<file path="src/rtl/fifo_read_streamer_pkg.sv">
// Shared definitions for the FIFO read side: occupancy encoding, default sizes
// and the pointer-width rule (one extra wrap bit above the RAM address).
package fifo_pkg;

    localparam int DEF_DATA_WIDTH = 8;
    localparam int DEF_ADDR_WIDTH = 3;

    typedef enum logic [1:0] {
        EMPTY = 2'd0,
        ONE   = 2'd1,
        TWO   = 2'd2
    } occ_t;

    function automatic int ptr_width(input int addr_width);
        return addr_width + 1;
    endfunction

endpackage

</file>
<file path="src/rtl/fifo_read_streamer_if.sv">
// First-word-fall-through valid/ready stream leaving the FIFO read side.
interface fifo_read_streamer_if #(
    parameter int DATA_WIDTH = fifo_pkg::DEF_DATA_WIDTH
);
    logic [DATA_WIDTH-1:0] m_data;
    logic                  m_valid;
    logic                  m_ready;

    modport master (output m_data, output m_valid, input m_ready);
    modport slave  (input m_data, input m_valid, output m_ready);
endinterface

</file>
<file path="src/rtl/fifo_read_streamer_skid.sv">
// Two-entry output buffer: head is always the presented word, tail catches a
// fetch that lands while the head is stalled.
module fifo_skid_buffer
    import fifo_pkg::*;
#(
    parameter int DATA_WIDTH = DEF_DATA_WIDTH
) (
    input  logic                  clk,
    input  logic                  rst,
    input  logic                  i_push,
    input  logic [DATA_WIDTH-1:0] i_data,
    input  logic                  i_pop,
    output logic [DATA_WIDTH-1:0] o_data,
    output logic                  o_valid,
    output occ_t                  o_occ
);
    occ_t                  r_occ;
    occ_t                  w_occ_next;
    logic [DATA_WIDTH-1:0] r_head;
    logic [DATA_WIDTH-1:0] r_tail;
    logic                  w_load_head;
    logic                  w_load_tail;
    logic                  w_shift;

    always_comb begin
        w_occ_next  = r_occ;
        w_load_head = 1'b0;
        w_load_tail = 1'b0;
        w_shift     = 1'b0;
        case (r_occ)
            EMPTY: begin
                if (i_push) begin
                    w_occ_next  = ONE;
                    w_load_head = 1'b1;
                end
            end
            ONE: begin
                // Pop and push together replace the head in place.
                if (i_push) begin
                    if (i_pop) begin
                        w_load_head = 1'b1;
                    end else begin
                        w_occ_next  = TWO;
                        w_load_tail = 1'b1;
                    end
                end else if (i_pop) begin
                    w_occ_next = EMPTY;
                end
            end
            TWO: begin
                if (i_pop) begin
                    w_shift = 1'b1;
                    if (i_push) begin
                        w_load_tail = 1'b1;
                    end else begin
                        w_occ_next = ONE;
                    end
                end
            end
            default: w_occ_next = EMPTY;
        endcase
    end

    always_ff @(posedge clk) begin
        if (rst) begin
            r_occ  <= EMPTY;
            r_head <= '0;
            r_tail <= '0;
        end else begin
            r_occ <= w_occ_next;
            if (w_load_head) begin
                r_head <= i_data;
            end else if (w_shift) begin
                r_head <= r_tail;
            end
            if (w_load_tail) begin
                r_tail <= i_data;
            end
        end
    end

    assign o_data  = r_head;
    assign o_valid = (r_occ != EMPTY);
    assign o_occ   = r_occ;

endmodule

</file>
<file path="src/rtl/fifo_read_streamer.sv">
// FIFO read engine: owns the read pointer, fetches from the RAM's combinational
// read port whenever the output buffer has room, and reports the RAM level.
module fifo_read_streamer
    import fifo_pkg::*;
#(
    parameter int  DATA_WIDTH = DEF_DATA_WIDTH,
    parameter int  ADDR_WIDTH = DEF_ADDR_WIDTH,
    localparam int PTR_W      = ptr_width(ADDR_WIDTH)
) (
    input  logic                  clk,
    input  logic                  rst,
    input  logic [PTR_W-1:0]      wptr,
    output logic [PTR_W-1:0]      rptr,
    output logic                  ram_read,
    output logic [ADDR_WIDTH-1:0] raddr,
    input  logic [DATA_WIDTH-1:0] rdata,
    fifo_read_streamer_if.master  m,
    output logic [PTR_W-1:0]      ram_level
);
    logic [PTR_W-1:0] r_rptr;
    logic [PTR_W-1:0] r_level;
    logic [PTR_W-1:0] w_rptr_next;
    logic             w_ram_empty;
    logic             w_pop;
    logic             w_fetch;
    occ_t             w_occ;

    assign w_ram_empty = (r_rptr == wptr);
    assign w_pop       = m.m_valid & m.m_ready;
    // A full buffer can still take a word on the same edge it gives one away.
    assign w_fetch     = ~rst & ~w_ram_empty & ((w_occ != TWO) | w_pop);
    assign w_rptr_next = r_rptr + {{(PTR_W-1){1'b0}}, w_fetch};

    always_ff @(posedge clk) begin
        if (rst) begin
            r_rptr  <= '0;
            r_level <= '0;
        end else begin
            r_rptr  <= w_rptr_next;
            r_level <= wptr - w_rptr_next;
        end
    end

    fifo_skid_buffer #(
        .DATA_WIDTH (DATA_WIDTH)
    ) u_skid (
        .clk     (clk),
        .rst     (rst),
        .i_push  (w_fetch),
        .i_data  (rdata),
        .i_pop   (w_pop),
        .o_data  (m.m_data),
        .o_valid (m.m_valid),
        .o_occ   (w_occ)
    );

    assign rptr      = r_rptr;
    assign raddr     = r_rptr[ADDR_WIDTH-1:0];
    assign ram_read  = w_fetch;
    assign ram_level = r_level;

endmodule

</file>
<file path="src/flat_wrapper.sv">
// flat-port wrapper written by rule: the top's interface ports become plain ports
module fifo_read_streamer_flat import fifo_pkg::*;
#(
    parameter int  DATA_WIDTH = DEF_DATA_WIDTH,
    parameter int  ADDR_WIDTH = DEF_ADDR_WIDTH,
    localparam int PTR_W      = ptr_width(ADDR_WIDTH)
)
  (clk, rst, wptr, rptr, ram_read, raddr, rdata, ram_level, m_m_data, m_m_valid, m_m_ready);
  fifo_read_streamer_if #(.DATA_WIDTH(DATA_WIDTH)) m_i ();
  input  logic clk;
  input  logic rst;
  input  logic [PTR_W-1:0] wptr;
  output logic [PTR_W-1:0] rptr;
  output logic ram_read;
  output logic [ADDR_WIDTH-1:0] raddr;
  input  logic [DATA_WIDTH-1:0] rdata;
  output logic [PTR_W-1:0] ram_level;
  output wire logic [$bits(m_i.m_data)-1:0] m_m_data;
  output wire logic [$bits(m_i.m_valid)-1:0] m_m_valid;
  input wire logic [$bits(m_i.m_ready)-1:0] m_m_ready;
  assign m_m_data = m_i.m_data;
  assign m_m_valid = m_i.m_valid;
  assign m_i.m_ready = m_m_ready;
  fifo_read_streamer #(.DATA_WIDTH(DATA_WIDTH), .ADDR_WIDTH(ADDR_WIDTH)) u_core (.clk(clk), .rst(rst), .wptr(wptr), .rptr(rptr), .ram_read(ram_read), .raddr(raddr), .rdata(rdata), .m(m_i), .ram_level(ram_level));
endmodule
</file>
<file path="config.mk">
export PLATFORM = sky130hd
export DESIGN_NAME = fifo_read_streamer_flat
export DESIGN_NICKNAME = d
export VERILOG_FILES = /design/src/rtl/fifo_read_streamer_pkg.sv /design/src/rtl/fifo_read_streamer_if.sv /design/src/rtl/fifo_read_streamer_skid.sv /design/src/rtl/fifo_read_streamer.sv /design/src/flat_wrapper.sv
export SDC_FILE = /design/constraint.sdc
export NUM_CORES = 1
export LEC_CHECK = 0
export ABC_AREA = 1
export CORE_MARGIN = 5
export CORE_UTILIZATION = 49
export DETAILED_ROUTE_END_ITERATION = 8
export PLACE_DENSITY = 0.82
export SLEW_MARGIN = 20
export SYNTH_ARGS = -nofsm -noshare
export SYNTH_HDL_FRONTEND = slang
export SYNTH_HIERARCHICAL = 1
export SYNTH_SLANG_ARGS = --single-unit
</file>
<file path="constraint.sdc">
create_clock -name clk -period 3.1 [get_ports clk]
set_clock_uncertainty 0.2 [all_clocks]
set_input_delay 0.62 -clock clk [delete_from_list [all_inputs] [get_ports clk]]
set_output_delay 0.62 -clock clk [all_outputs]
set_load 0.05 [all_outputs]
</file>
Word level (Yosys, flattened, before mapping). Index checks and enable logic that the tools add are counted.

Register bits after elaboration: 26. Output and inout port bits: 21. Word-level logic and storage cells: 44. Input port bits: 15.

Add/subtract/negate cells: 2. Multiplexer cells: 18. Equality and inequality tests: 9. Bitwise logic cells: 6. Reductions and logical operators: 4.

Operators with widths (count): $mux W8 (2); $mux W2 (6); $mux W1 (7); $pmux W2 S3 (1); $reduce_and A5 Y1 (1); $add A4 B1 Y4 (1); $eq A4 B4 Y1 (1); $ne A2 B1 Y1 const B (2); $ne A2 B2 Y1 const B (2); $pmux W1 S2 (2); $reduce_bool A2 Y1 (2); $sub A4 B4 Y4 (1); $and A1 B1 Y1 (3); $ne A3 B1 Y1 const B (1); $ne A3 B3 Y1 const B (1); $eq A2 B1 Y1 const B (1); $eq A2 B2 Y1 const B (1); $logic_not A2 Y1 (1); $not A1 Y1 (2); $or A1 B1 Y1 (1).

Longest topological paths before layout.
Depth in word-level cells: 7. Gate-level depth with buffers: 16. Gate-level depth less buffers: 16.

Cells and area by module. Netlist, hierarchy kept.

Modules (own cells, without submodules): fifo_skid_buffer (seq. area each 360.3 um^2, area each 989.7 um^2, instances 1, cells an instance 142); fifo_read_streamer (seq. area each 160.2 um^2, area each 484.2 um^2, instances 1, cells an instance 60).

Worst setup path after synthesis. Ideal clock, no wire load.

Path type: register to register. Start: register u_core.u_skid.r_occ[0] (netlist: u_core/u_skid/o_occ[0]). End: register u_core.r_level[3] (netlist: u_core/ram_level[3]). Data arrival time: 3.488 ns. Required time: 2.785 ns. Cell stages (with the launch flop): 16. Buffers on the path: 0. Library setup time: 0.115 ns. Slack: -0.703 ns. Clock period less this slack: 3.803 ns. Path through: dfxtp_1 inv_1 ha_1 inv_1 nand2_1 nand3b_1 nand2_1 nor2_1 ha_1 ha_1 xnor2_1 ha_1 a21oi_1 nand2_1 a21oi_1 nor2_1.

Cells in the longest elaborated chain, start to end: 6. Elaborated cells on any way between the ends: 7. Classes of those cells: add/sub (2); eq/ne (1); bitwise (3); reduce/logical (1).

RTL lines: start, declared (line fifo_read_streamer_skid.sv:17) `occ_t r_occ;`; start signal, assigned (line fifo_read_streamer_skid.sv:70) `r_occ <= w_occ_next;`; $reduce_bool A2 Y1 (line fifo_read_streamer_skid.sv:83) `assign o_valid = (r_occ != EMPTY);`; via m_m_valid (line flat_wrapper.sv:19) `output wire logic [$bits(m_i.m_valid)-1:0] m_m_valid;`; $and A1 B1 Y1 (line fifo_read_streamer.sv:29) `assign w_pop = m.m_valid & m.m_ready;`; $or A1 B1 Y1 (line fifo_read_streamer.sv:31) `assign w_fetch = ~rst & ~w_ram_empty & ((w_occ != TWO) | w_pop);`; $and A1 B1 Y1 (line fifo_read_streamer.sv:31); via ram_read (line flat_wrapper.sv:14) `output logic ram_read;`; $add A4 B1 Y4 (line fifo_read_streamer.sv:32) `assign w_rptr_next = r_rptr + {{(PTR_W-1){1'b0}}, w_fetch};`; $sub A4 B4 Y4 (line fifo_read_streamer.sv:40) `r_level <= wptr - w_rptr_next;`; end signal, assigned (line fifo_read_streamer.sv:40); end, declared (line fifo_read_streamer.sv:21) `logic [PTR_W-1:0] r_level;`.

The timed path passes the listed nets, and every way through them passes these cells. A chain may end at the register's enable or synchronous reset.

Final worst setup path.
Start: input port wptr[3]. End: register u_core.r_level[3] (netlist: u_core/ram_level[3]).

Cells in the longest elaborated chain, start to end: 6.

RTL lines: start, declared (line flat_wrapper.sv:12) `input logic [PTR_W-1:0] wptr;`; $eq A4 B4 Y1 (line fifo_read_streamer.sv:28) `assign w_ram_empty = (r_rptr == wptr);`; $not A1 Y1 (line fifo_read_streamer.sv:31); $and A1 B1 Y1 (2 in a row) (line fifo_read_streamer.sv:31); $add A4 B1 Y4 (line fifo_read_streamer.sv:32); $sub A4 B4 Y4 (*) (line fifo_read_streamer.sv:40).

Mark *: on every way between the ends. The rest lies on a longest branch, timed or not.

==> impl_metrics.env <==
export IMPL_io_pins=36
export IMPL_critPathKind="in2reg"
export IMPL_hold_class="reg2reg"
export IMPL_tightest_slew_ps=512
export IMPL_nets=268
export IMPL_synthTopCellsByArea="dfxtp_1 (35%), nand2_1 (10%), ha_1 (8.5%)"
export IMPL_vias=1338
export IMPL_cts_resized_gates=0
export IMPL_yosys_warnings=6
export IMPL_numCtsBuffers=3
export IMPL_start_util_pct=49.5
export IMPL_drt_first_pass_iters=6
export IMPL_rsz0062_at_grt="no"
export IMPL_antenna_cells=0
export IMPL_drive_gt1_share_pct=12.9
export IMPL_final_antenna_net_count=0
export IMPL_yosysTopAreaCell="dfxtp_1"
export IMPL_grt_first_pass_wirelength_mm=5.58
export IMPL_worst_path_max_delay_cell="clkdlybuf4s50_1"
export IMPL_stdcell_area_um2=1920
export IMPL_finalSetupTns_ps=0
export IMPL_worstPathArrival_ps=2970
export IMPL_r2r_setup_slack_ps=160
export IMPL_place_hpwl_mm=2.56
export IMPL_portBuffers=35
export IMPL_gp_congestion=0.857
export IMPL_p_leak_nw=0.878
export IMPL_cpPeakStageDelay_ps=480
export IMPL_finalWirelength_mm=3.18
export IMPL_cp_required_ps=3120
export IMPL_chipWidth_um=64.8
export IMPL_maxSlewHeadroom_pct=65.7
export IMPL_yosysTopAreaCellShare_pct=35.3
export IMPL_rows=20
export IMPL_finalSetupViolCount=0
export IMPL_cts_buffer_depth=2
export IMPL_power_density_nw_per_um2=852
export IMPL_drc=0
export IMPL_die_h_um=64.8
export IMPL_core_area_um2=2980
export IMPL_initialDrtViolationCount=54
export IMPL_postCtsHoldBufs=0
export IMPL_ir_worst_vdd_mv=0.268
export IMPL_area_delta_synth_final_pct=30.0
export IMPL_cts_tree="built"
export IMPL_synthCells=202
export IMPL_postPlaceCellArea_um2=1880
export IMPL_status="finished, final reports clean"
export IMPL_fmax_mhz=338
export IMPL_syn_area_um2=1470
export IMPL_startpoint_type="input port"
export IMPL_grt_max_degree=17
export IMPL_fin_crit_sh_pct=95.4
export IMPL_drv_slew=0
export IMPL_ys_seq_elements=26
export IMPL_clkTransAtPathRegs_ps=130
export IMPL_routedWlPerCell_um=11.6
export IMPL_final_common_cell="nand2_1"
export IMPL_power_mw=1.63
export IMPL_ys_seq_area_share_pct=35.3
export IMPL_dieArea_um2=4200
export IMPL_grt_overflow=0
export IMPL_cts_root_buf="clkbuf_4"
export IMPL_grt_pass1_vias=1359
export IMPL_final_cell_mix="nand2_1 (40), clkdlybuf4s50_1 (34), nor2_1 (30), dfxtp_1 (26), inv_1 (24)"
export IMPL_ys_types=24
export IMPL_min_period_ps=2960
export IMPL_antenna_found_initial=0
export IMPL_crit_fanout=3
export IMPL_critPathCaptureType="flip-flop"
export IMPL_hold_violations=0
export IMPL_h_tree_depth=1
export IMPL_track_usage_pct=16.4
export IMPL_drv_cap=0
export IMPL_avgViaCountPerCell=4.88
export IMPL_insertion_delay_ps=310
export IMPL_syn_nets=228
export IMPL_cts_setup_buffers=0
export IMPL_synth_avg_cell_area_um2=7.30
export IMPL_path_cells="clkdlybuf4s50_1, nand2_1, nand2_2, nand2_1, nor2_1, nor2_4, ha_1, ha_1, xnor2_1, ha_1, a21oi_1, nand2_1, a21oi_1, nor2_1"
export IMPL_clock_sinks=26
routing by layer:
layer	share of wire, %	GRT usage [%]	vias to the layer above
met3	4.2	2.60	6
met4	1.4	7.12	0
met1	44	19.1	592
li1	-	-	708
met5	0	0	-
met2	50	29.2	32
metrics by stage:
stage	hold WS (ps)	utilization, %	worst slack (ps)	std cells
3_3_place_gp	265	63.1	-7.00	270
2_1_floorplan	255	-	27.0	202
3_5_place_dp	273	63.1	-148	270
4_1_cts	292	64.3	184	274
5_1_grt	320	64.3	13.7	274
6_report	291	64.3	144	274
synthesized netlist by cell type:
cell type and count:
nand2_2 8, nor2_1 31, nand3_2 4, xnor2_1 5, inv_2 1, a21oi_1 10
nand3_1 19, buf_6 1, buf_4 3, o21ai_0 8, nand2_8 1, inv_1 25
fa_1 1, nand2_4 1, or2_1 1, ha_1 10, nand3b_1 1, nand2_1 40
clkbuf_1 1, buf_8 1, clkinv_2 1, a21oi_2 2, dfxtp_1 26, o21ai_1 1
flip-flops by register name, summed over array words and instances (netlist names):
| signal | cells |
|---|---|
| u_core/u_skid/o_occ | 2 |
| u_core/rptr | 4 |
| u_core/u_skid/r_tail | 8 |
| u_core/u_skid/o_data | 8 |
| u_core/ram_level | 4 |
path summary, 6_finish.rpt:
path / from / to / depth (start not counted)
setup / recovery: wptr[3] / u_core/ram_level[3] / 14
hold / removal: u_core/u_skid/o_data[5] / u_core/u_skid/o_data[5] / 2
setup reg to reg: u_core/u_skid/o_occ[0] / u_core/ram_level[3] / 15
hold reg to reg: u_core/u_skid/o_data[5] / u_core/u_skid/o_data[5] / 2
worst max-delay path, delay by kind of cell:
family / cells / cell delay [ps]
AOI/OAI and AO/OA: 2 / 270
xor gates and xnor gates: 1 / 220
adders and majority gates: 3 / 750
buffers and inverters: 1 / 480
and+or+nand+nor: 7 / 640
final cells by class:
cell class / instances / area, um2
Clock buffer: 4 / 36.3
Fill cell: 280 / 1060
Tap cell: 33 / 41.3
Sequential cell: 26 / 520
Multi-Input combinational cell: 143 / 806
Timing Repair Buffer: 41 / 405
Inverter: 27 / 106
power by group:
group / total [mW] / internal, mW / switching, mW
Combinational: 0.977 / 0.338 / 0.639
Clock: 0.167 / 0.0717 / 0.0957
Sequential: 0.487 / 0.427 / 0.0601
cells by family (layout without fill, tap and decap cells):
family          Yosys count  in the layout  synth area share, %
buf+inv                  33             72                 10.5
compound gates           21             21                 7.64
xor+xnor                  5              5                 2.97
flops                    26             26                 35.3
simple gates            106            106                 33.7
fa+ha+maj                11             11                 9.85
No activity file was read; power rests on OpenSTA's default activity.
